**config.mk**
```make
export PLATFORM = sky130hd
export DESIGN_NAME = gardner_ted_flat
export DESIGN_NICKNAME = d
export VERILOG_FILES = /design/src/rtl/gardner_ted_if.sv /design/src/rtl/gardner_ted.sv /design/src/flat_wrapper.sv
export SDC_FILE = /design/constraint.sdc
export NUM_CORES = 1
export LEC_CHECK = 0
export ABC_AREA = 1
export BUFFER_PORTS_ARGS = -buffer_cell sky130_fd_sc_hd__buf_2
export CAP_MARGIN = 10
export CORE_MARGIN = 1.5
export CORE_UTILIZATION = 65
export CTS_BUF_LIST = sky130_fd_sc_hd__clkbuf_8
export CTS_CLUSTER_DIAMETER = 40
export DETAILED_ROUTE_END_ITERATION = 10
export GPL_ROUTABILITY_DRIVEN = 0
export PLACE_DENSITY = 0.83
export RECOVER_POWER = 100
export SETUP_SLACK_MARGIN = 0.02
export SLEW_MARGIN = 20
export SYNTH_ARGS = -nofsm -noshare
export SYNTH_HDL_FRONTEND = slang
export SYNTH_SLANG_ARGS = --single-unit
```
**constraint.sdc**
```tcl
create_clock -name clk -period 7.5 [get_ports clk]
set_clock_uncertainty 0.1 [all_clocks]
set_input_delay 0.75 -clock clk [delete_from_list [all_inputs] [get_ports clk]]
set_output_delay 0.75 -clock clk [all_outputs]
set_load 0.02 [all_outputs]
```
**src/rtl/gardner_ted_if.sv**
```systemverilog
`default_nettype none
// ============================================================================
// gardner_ted_if : sample-in / error-out bus of the Gardner timing detector.
// Revision       : 1.0
// ============================================================================
interface gardner_ted_if #(
  parameter int W = 16
);
  logic signed [W-1:0] iData;
  logic signed [W-1:0] qData;
  logic                dataValid;
  logic                strobe;
  logic signed [W-1:0] errData;
  logic                errValid;

  modport master (
    output iData, qData, dataValid, strobe,
    input  errData, errValid
  );

  modport slave (
    input  iData, qData, dataValid, strobe,
    output errData, errValid
  );
endinterface
`default_nettype wire

```
**src/rtl/gardner_ted.sv**
```systemverilog
`default_nettype none
// ============================================================================
// gardner_ted : Gardner timing error detector, 2 samples/symbol, saturated Q1.14.
//               Define TED_QCHAN_EN to include the Q-channel term.
// Revision    : 1.0
// ============================================================================
module gardner_ted #(
  parameter int SYM_WIDTH = 1,
  parameter int INT_WIDTH = 1,
  parameter int DEC_WIDTH = 14
) (
  input  wire logic    clk,
  input  wire logic    rst_n,
  gardner_ted_if.slave bus
);
  localparam int c_W  = SYM_WIDTH + INT_WIDTH + DEC_WIDTH;
  localparam int c_PW = 2*c_W + 1;
  localparam int c_SW = 2*c_W + 2;

  localparam logic [1:0] c_IDLE     = 2'd0;
  localparam logic [1:0] c_HAVE_ON  = 2'd1;
  localparam logic [1:0] c_HAVE_MID = 2'd2;

  localparam logic signed [c_SW-1:0] c_SAT_MAX = {{(c_W+3){1'b0}}, {(c_W-1){1'b1}}};
  localparam logic signed [c_SW-1:0] c_SAT_MIN = {{(c_W+3){1'b1}}, {(c_W-1){1'b0}}};

  logic [1:0] r_state;
  logic       w_acc_on;
  logic       w_acc_mid;
  logic       w_launch;
  logic       w_store_mid;

  assign w_acc_on    = bus.dataValid &  bus.strobe;
  assign w_acc_mid   = bus.dataValid & ~bus.strobe;
  assign w_launch    = w_acc_on  && (r_state == c_HAVE_MID);
  assign w_store_mid = w_acc_mid && (r_state != c_IDLE);

  // Every on-time sample lands in HAVE_ON; a midpoint only counts once an on-time exists.
  always_ff @(posedge clk) begin
    if (!rst_n)           r_state <= c_IDLE;
    else if (w_acc_on)    r_state <= c_HAVE_ON;
    else if (w_store_mid) r_state <= c_HAVE_MID;
  end

  logic                  r_launch;
  logic                  r_s1_valid;
  logic signed [c_W-1:0] r_prev_i;
  logic signed [c_W-1:0] r_lprev_i;
  logic signed [c_W-1:0] r_mid_i;
  logic signed [c_W:0]   r_s1_diff_i;
  logic signed [c_W-1:0] r_s1_mid_i;

  // r_prev_i already holds cur_on after the launch edge; r_lprev_i keeps the old prev_on.
  always_ff @(posedge clk) begin
    if (!rst_n) begin
      r_launch    <= 1'b0;
      r_s1_valid  <= 1'b0;
      r_prev_i    <= '0;
      r_lprev_i   <= '0;
      r_mid_i     <= '0;
      r_s1_diff_i <= '0;
      r_s1_mid_i  <= '0;
    end else begin
      r_launch   <= w_launch;
      r_s1_valid <= r_launch;
      if (w_acc_on)    r_prev_i  <= bus.iData;
      if (w_launch)    r_lprev_i <= r_prev_i;
      if (w_store_mid) r_mid_i   <= bus.iData;
      if (r_launch) begin
        r_s1_diff_i <= (c_W+1)'(r_lprev_i) - (c_W+1)'(r_prev_i);
        r_s1_mid_i  <= r_mid_i;
      end
    end
  end

  logic signed [c_PW-1:0] w_prod_i;
  logic signed [c_SW-1:0] w_sum;
  logic signed [c_SW-1:0] w_shift;
  logic signed [c_W-1:0]  w_sat;

  assign w_prod_i = c_PW'(r_s1_diff_i) * c_PW'(r_s1_mid_i);

`ifdef TED_QCHAN_EN
  logic signed [c_W-1:0]  r_prev_q;
  logic signed [c_W-1:0]  r_lprev_q;
  logic signed [c_W-1:0]  r_mid_q;
  logic signed [c_W:0]    r_s1_diff_q;
  logic signed [c_W-1:0]  r_s1_mid_q;
  logic signed [c_PW-1:0] w_prod_q;

  always_ff @(posedge clk) begin
    if (!rst_n) begin
      r_prev_q    <= '0;
      r_lprev_q   <= '0;
      r_mid_q     <= '0;
      r_s1_diff_q <= '0;
      r_s1_mid_q  <= '0;
    end else begin
      if (w_acc_on)    r_prev_q  <= bus.qData;
      if (w_launch)    r_lprev_q <= r_prev_q;
      if (w_store_mid) r_mid_q   <= bus.qData;
      if (r_launch) begin
        r_s1_diff_q <= (c_W+1)'(r_lprev_q) - (c_W+1)'(r_prev_q);
        r_s1_mid_q  <= r_mid_q;
      end
    end
  end

  assign w_prod_q = c_PW'(r_s1_diff_q) * c_PW'(r_s1_mid_q);
  assign w_sum    = c_SW'(w_prod_i) + c_SW'(w_prod_q);
`else
  logic w_unused_q;
  assign w_unused_q = ^bus.qData;
  assign w_sum      = c_SW'(w_prod_i);
`endif

  assign w_shift = w_sum >>> DEC_WIDTH;

  always_comb begin
    w_sat = w_shift[c_W-1:0];
    if (w_shift > c_SAT_MAX)      w_sat = c_SAT_MAX[c_W-1:0];
    else if (w_shift < c_SAT_MIN) w_sat = c_SAT_MIN[c_W-1:0];
  end

  logic signed [c_W-1:0] r_err;
  logic                  r_err_valid;

  always_ff @(posedge clk) begin
    if (!rst_n) begin
      r_err       <= '0;
      r_err_valid <= 1'b0;
    end else begin
      r_err_valid <= r_s1_valid;
      if (r_s1_valid) r_err <= w_sat;
    end
  end

  assign bus.errData  = r_err;
  assign bus.errValid = r_err_valid;
endmodule
`default_nettype wire
```
**src/flat_wrapper.sv**
```systemverilog
// flat-port wrapper written by rule: the top's interface ports become plain ports
module gardner_ted_flat 
#(
  parameter int SYM_WIDTH = 1,
  parameter int INT_WIDTH = 1,
  parameter int DEC_WIDTH = 14
)
  (clk, rst_n, bus_iData, bus_qData, bus_dataValid, bus_strobe, bus_errData, bus_errValid);
  gardner_ted_if bus_i ();
  input  wire logic clk;
  input  wire logic rst_n;
  input wire logic [$bits(bus_i.iData)-1:0] bus_iData;
  input wire logic [$bits(bus_i.qData)-1:0] bus_qData;
  input wire logic [$bits(bus_i.dataValid)-1:0] bus_dataValid;
  input wire logic [$bits(bus_i.strobe)-1:0] bus_strobe;
  output wire logic [$bits(bus_i.errData)-1:0] bus_errData;
  output wire logic [$bits(bus_i.errValid)-1:0] bus_errValid;
  assign bus_i.iData = bus_iData;
  assign bus_i.qData = bus_qData;
  assign bus_i.dataValid = bus_dataValid;
  assign bus_i.strobe = bus_strobe;
  assign bus_errData = bus_i.errData;
  assign bus_errValid = bus_i.errValid;
  gardner_ted #(.SYM_WIDTH(SYM_WIDTH), .INT_WIDTH(INT_WIDTH), .DEC_WIDTH(DEC_WIDTH)) u_core (.clk(clk), .rst_n(rst_n), .bus(bus_i));
endmodule
```
==> flow_metrics.py <==
metrics = {
    "outcome": {
        "status": "complete, but fails checks",
        "failed_checks": "capacitance limit, slew limit",
    },
    "die": {
        "chipWidth_um": 156,
        "io_pins": 53,
        "die-area_sq_um": 24400,
        "start_util_pct": 66.7,
        "fp.coreArea_sq_um": 22800,
        "die_h_um": 156,
        "rows": 55,
    },
    "worst_setup_path": {
        "cp-end-kind": "flip-flop",
        "r2r_slack_ns": 0.67,
        "critical_path.cell_chain": "nand2_1 -> fa_1 -> inv_1 -> fa_1 -> inv_1 -> fa_1 -> inv_1 -> fa_1 -> inv_1 -> fa_1 -> inv_1 -> fa_1 -> ha_1 -> nand2_1 -> nor2_1 -> nand2_1 -> nor4_1 -> nand2_2 -> nand2_1 -> nand2_1 -> nand2_1 -> nand3_1 -> a21oi_4 -> a21oi_1",
        "crit_type": "reg2reg",
        "cp-start-kind": "flip-flop",
        "cp.required_ns": 7.67,
        "crit_slowest_cell": "dfxtp_1",
        "cp_max_fo": 18,
        "cp_data_arrival_time_ns": 7.00,
        "critPathMaxStageDelay_ns": 0.93,
    },
    "timing": {
        "period_share_pct": 91.1,
        "finalMaxSlewViolations": 92,
        "slew_headroom_pct": -110,
        "fin_tns_setup_ns": 0,
        "fmaxAchievable_mhz": 146,
        "setup_viol": 0,
        "rsz0062_at_grt": "false",
        "finalHoldViolCount": 0,
        "whs_ns": 0.384,
        "fin_ws_ns": 0.667,
        "period_needed_ns": 6.83,
        "worstMarginPinSlew_ns": 3.15,
    },
    "run": {
        "maxCapViolations": 1,
    },
    "global_routing": {
        "grt_first_pass_wirelength_um": 61900,
        "met1_usage_pct": 40.6,
        "grt_antenna_before_repair": 0,
        "grt_use_met2_pct": 56.3,
        "grt_usage_pct": 32.2,
        "grt_start_max_net_pins": 92,
        "grt_pass1_vias": 13200,
        "gr-total-overflow": 0,
        "use_met3_pct": 4.17,
        "grt_busiest_layer": "met2",
    },
    "layout": {
        "fin_util_pct": 69.0,
        "fillCellCount": 1862,
        "instances_no_fill": 2310,
        "final_layout_size_suffix_gt1_share_pct": 3.56,
        "synthToLayoutAreaGrowth_pct": 3.35,
        "final_cell_mix": "540 x inv_1, 430 x nand2_1, 276 x fa_1, 143 x nor2_1, 117 x o21ai_0",
        "antenna_cells": 0,
        "nNetsFinal": 2401,
        "finalInstanceArea_sq_um": 15800,
        "layout_commonest_cell": "inv_1",
    },
    "clocking": {
        "clk_pin_slew_ns": 0.13,
        "cts_tree": "done",
        "worst_skew_pair.late_latency_ns": 0.41,
        "clk_path_buf_depth": 2,
        "cts.sink_count": 102,
        "htreeDepth": 3,
        "ctsHoldBuffers": 0,
        "cts_root_buffer": "clkbuf_8",
        "cts_made_buffers": 9,
        "cts.repair.resized": 0,
        "postCtsSetupBuffers": 0,
    },
    "drt": {
        "drc": 0,
        "dr_total_vias": 12400,
        "first_iter_violations": 951,
        "detail-route-antenna-nets": 0,
        "wl_per_cell_um": 15.6,
        "vias_per_cell": 5.38,
        "first_pass_iters": 6,
        "totalWireLength_um": 36000,
    },
    "power_and_ir_drop": {
        "p_total_mw": 1.04,
        "power_switching_mw": 0.314,
        "p_per_area_nw_per_um2": 66.0,
        "seq_power_share_pct": 54.1,
        "p_int_mw": 0.726,
        "comb_power_share_pct": 10.5,
        "p_sw_share_pct": 30.2,
        "leakage_nw": 9.23,
        "clkPwrFrac_pct": 35.4,
        "peakVddDrop_mv": 0.132,
    },
    "yosys": {
        "synth_cell_type_count": 38,
        "syn_inst": 2016,
        "synth_area_leaders": "fa_1 36%, dfxtp_1 13%, inv_1 13%, nand2_1 11%, ha_1 8.0%",
        "ys_seq_area_share_pct": 13.4,
        "syn_area_per_cell_sq_um": 7.56,
        "ys_ff_latch": 102,
        "yosys.area.top_type": "fa_1",
        "syn-num-nets": 2425,
        "yosys_warnings": 0,
        "netlist_area_sq_um": 15200,
        "netlist.area_leader.share_pct": 36.2,
    },
    "placement": {
        "io_buffers": 36,
        "placed_cells": 2294,
        "place_ws_ns": 0.777,
        "placed_cell_area_sq_um": 15600,
        "hpwlAfterDp_um": 29400,
    },
    "min_path": {
        "hold_class": "reg2reg",
    },
}
power groups by stage:
stage | Sequential [mW] | Combinational, mW | Clock, mW
floorplan | 0.570 | 0.0796 | 0
global placement | 0.574 | 0.104 | 0
detailed placement | 0.575 | 0.107 | 0
CTS | 0.563 | 0.108 | 0.371
global route | 0.564 | 0.123 | 0.390
finish | 0.563 | 0.109 | 0.368
critical path, delay by kind of cell, from the launching register on:
family / cells / cell delay, ns
and+or+nand+nor: 10 / 1.25
AOI/OAI and AO/OA: 2 / 0.54
DFF: 1 / 0.93
adders and majority gates: 7 / 3.47
buffers and inverters: 5 / 0.39
synth_stat cells:
cell type / number
nand4_1: 1
o21bai_1: 6
a21oi_4: 1
a21o_1: 4
dfxtp_1: 102
a31oi_1: 4
nand2_1: 430
and3_1: 1
and2_1: 1
o21ai_0: 117
or2_0: 1
xor2_1: 14
nor2_2: 2
clkbuf_1: 84
nor3_1: 5
ha_1: 97
a21oi_2: 10
a21oi_1: 84
xnor2_1: 11
o211ai_1: 5
o21ai_1: 3
nand3_2: 3
buf_6: 2
nor4_1: 1
nand3b_1: 3
inv_1: 540
or2_2: 6
clkinv_1: 3
fa_1: 276
buf_1: 3
nand3_1: 39
nand2_2: 5
o31ai_1: 1
nor2_1: 143
a21boi_0: 3
buf_2: 2
a211oi_1: 2
a21boi_1: 1
cell families after synthesis:
group                      share of synthesized area [%]
and+or+nand+nor                                     16.6
adders and majority gates                           44.2
buffers and inverters                               15.7
DFF                                                 13.4
xor gates and xnor gates                            1.44
AOI/OAI and AO/OA                                   8.62
layer usage:
layer  vias to the layer above  wire length (um)
li1                       5807                 -
met1                      6000             14300
met2                       497             17800
met3                       121              2530
met4                         0              1340
met5                         -                 0
state kept, by name, summed over array words and instances (netlist names):
name / cells
u_core.r_state: 2
u_core.r_launch: 1
u_core.r_s1_diff_i: 17
u_core.r_lprev_i: 16
u_core.r_s1_valid: 1
u_core.bus.errData: 16
u_core.r_prev_i: 16
u_core.r_s1_mid_i: 16
u_core.bus.errValid: 1
u_core.r_mid_i: 16
layout make-up:
class                      count  area [sq um]  share of cell area, %
tap                          313           392                   2.49
clock buffer                   9           124                  0.786
timing repair buffer          56           305                   1.94
multi-input combinational   1280         10800                   68.3
clock inverter                 7          87.6                  0.556
inverter                     543          2040                   12.9
sequential                   102          2040                   13.0
worst paths after layout:
| kind | from | to | cells after the start |
|---|---|---|---|
| worst min-delay path | u_core.r_lprev_i[0] | u_core.r_lprev_i[0] | 2 |
| worst min register to register | u_core.r_lprev_i[0] | u_core.r_lprev_i[0] | 2 |
| worst max-delay path | u_core.r_s1_mid_i[6] | u_core.bus.errData[13] | 24 |
| worst max register to register | u_core.r_s1_mid_i[6] | u_core.bus.errData[13] | 24 |
(Power assumes the default switching activity.)
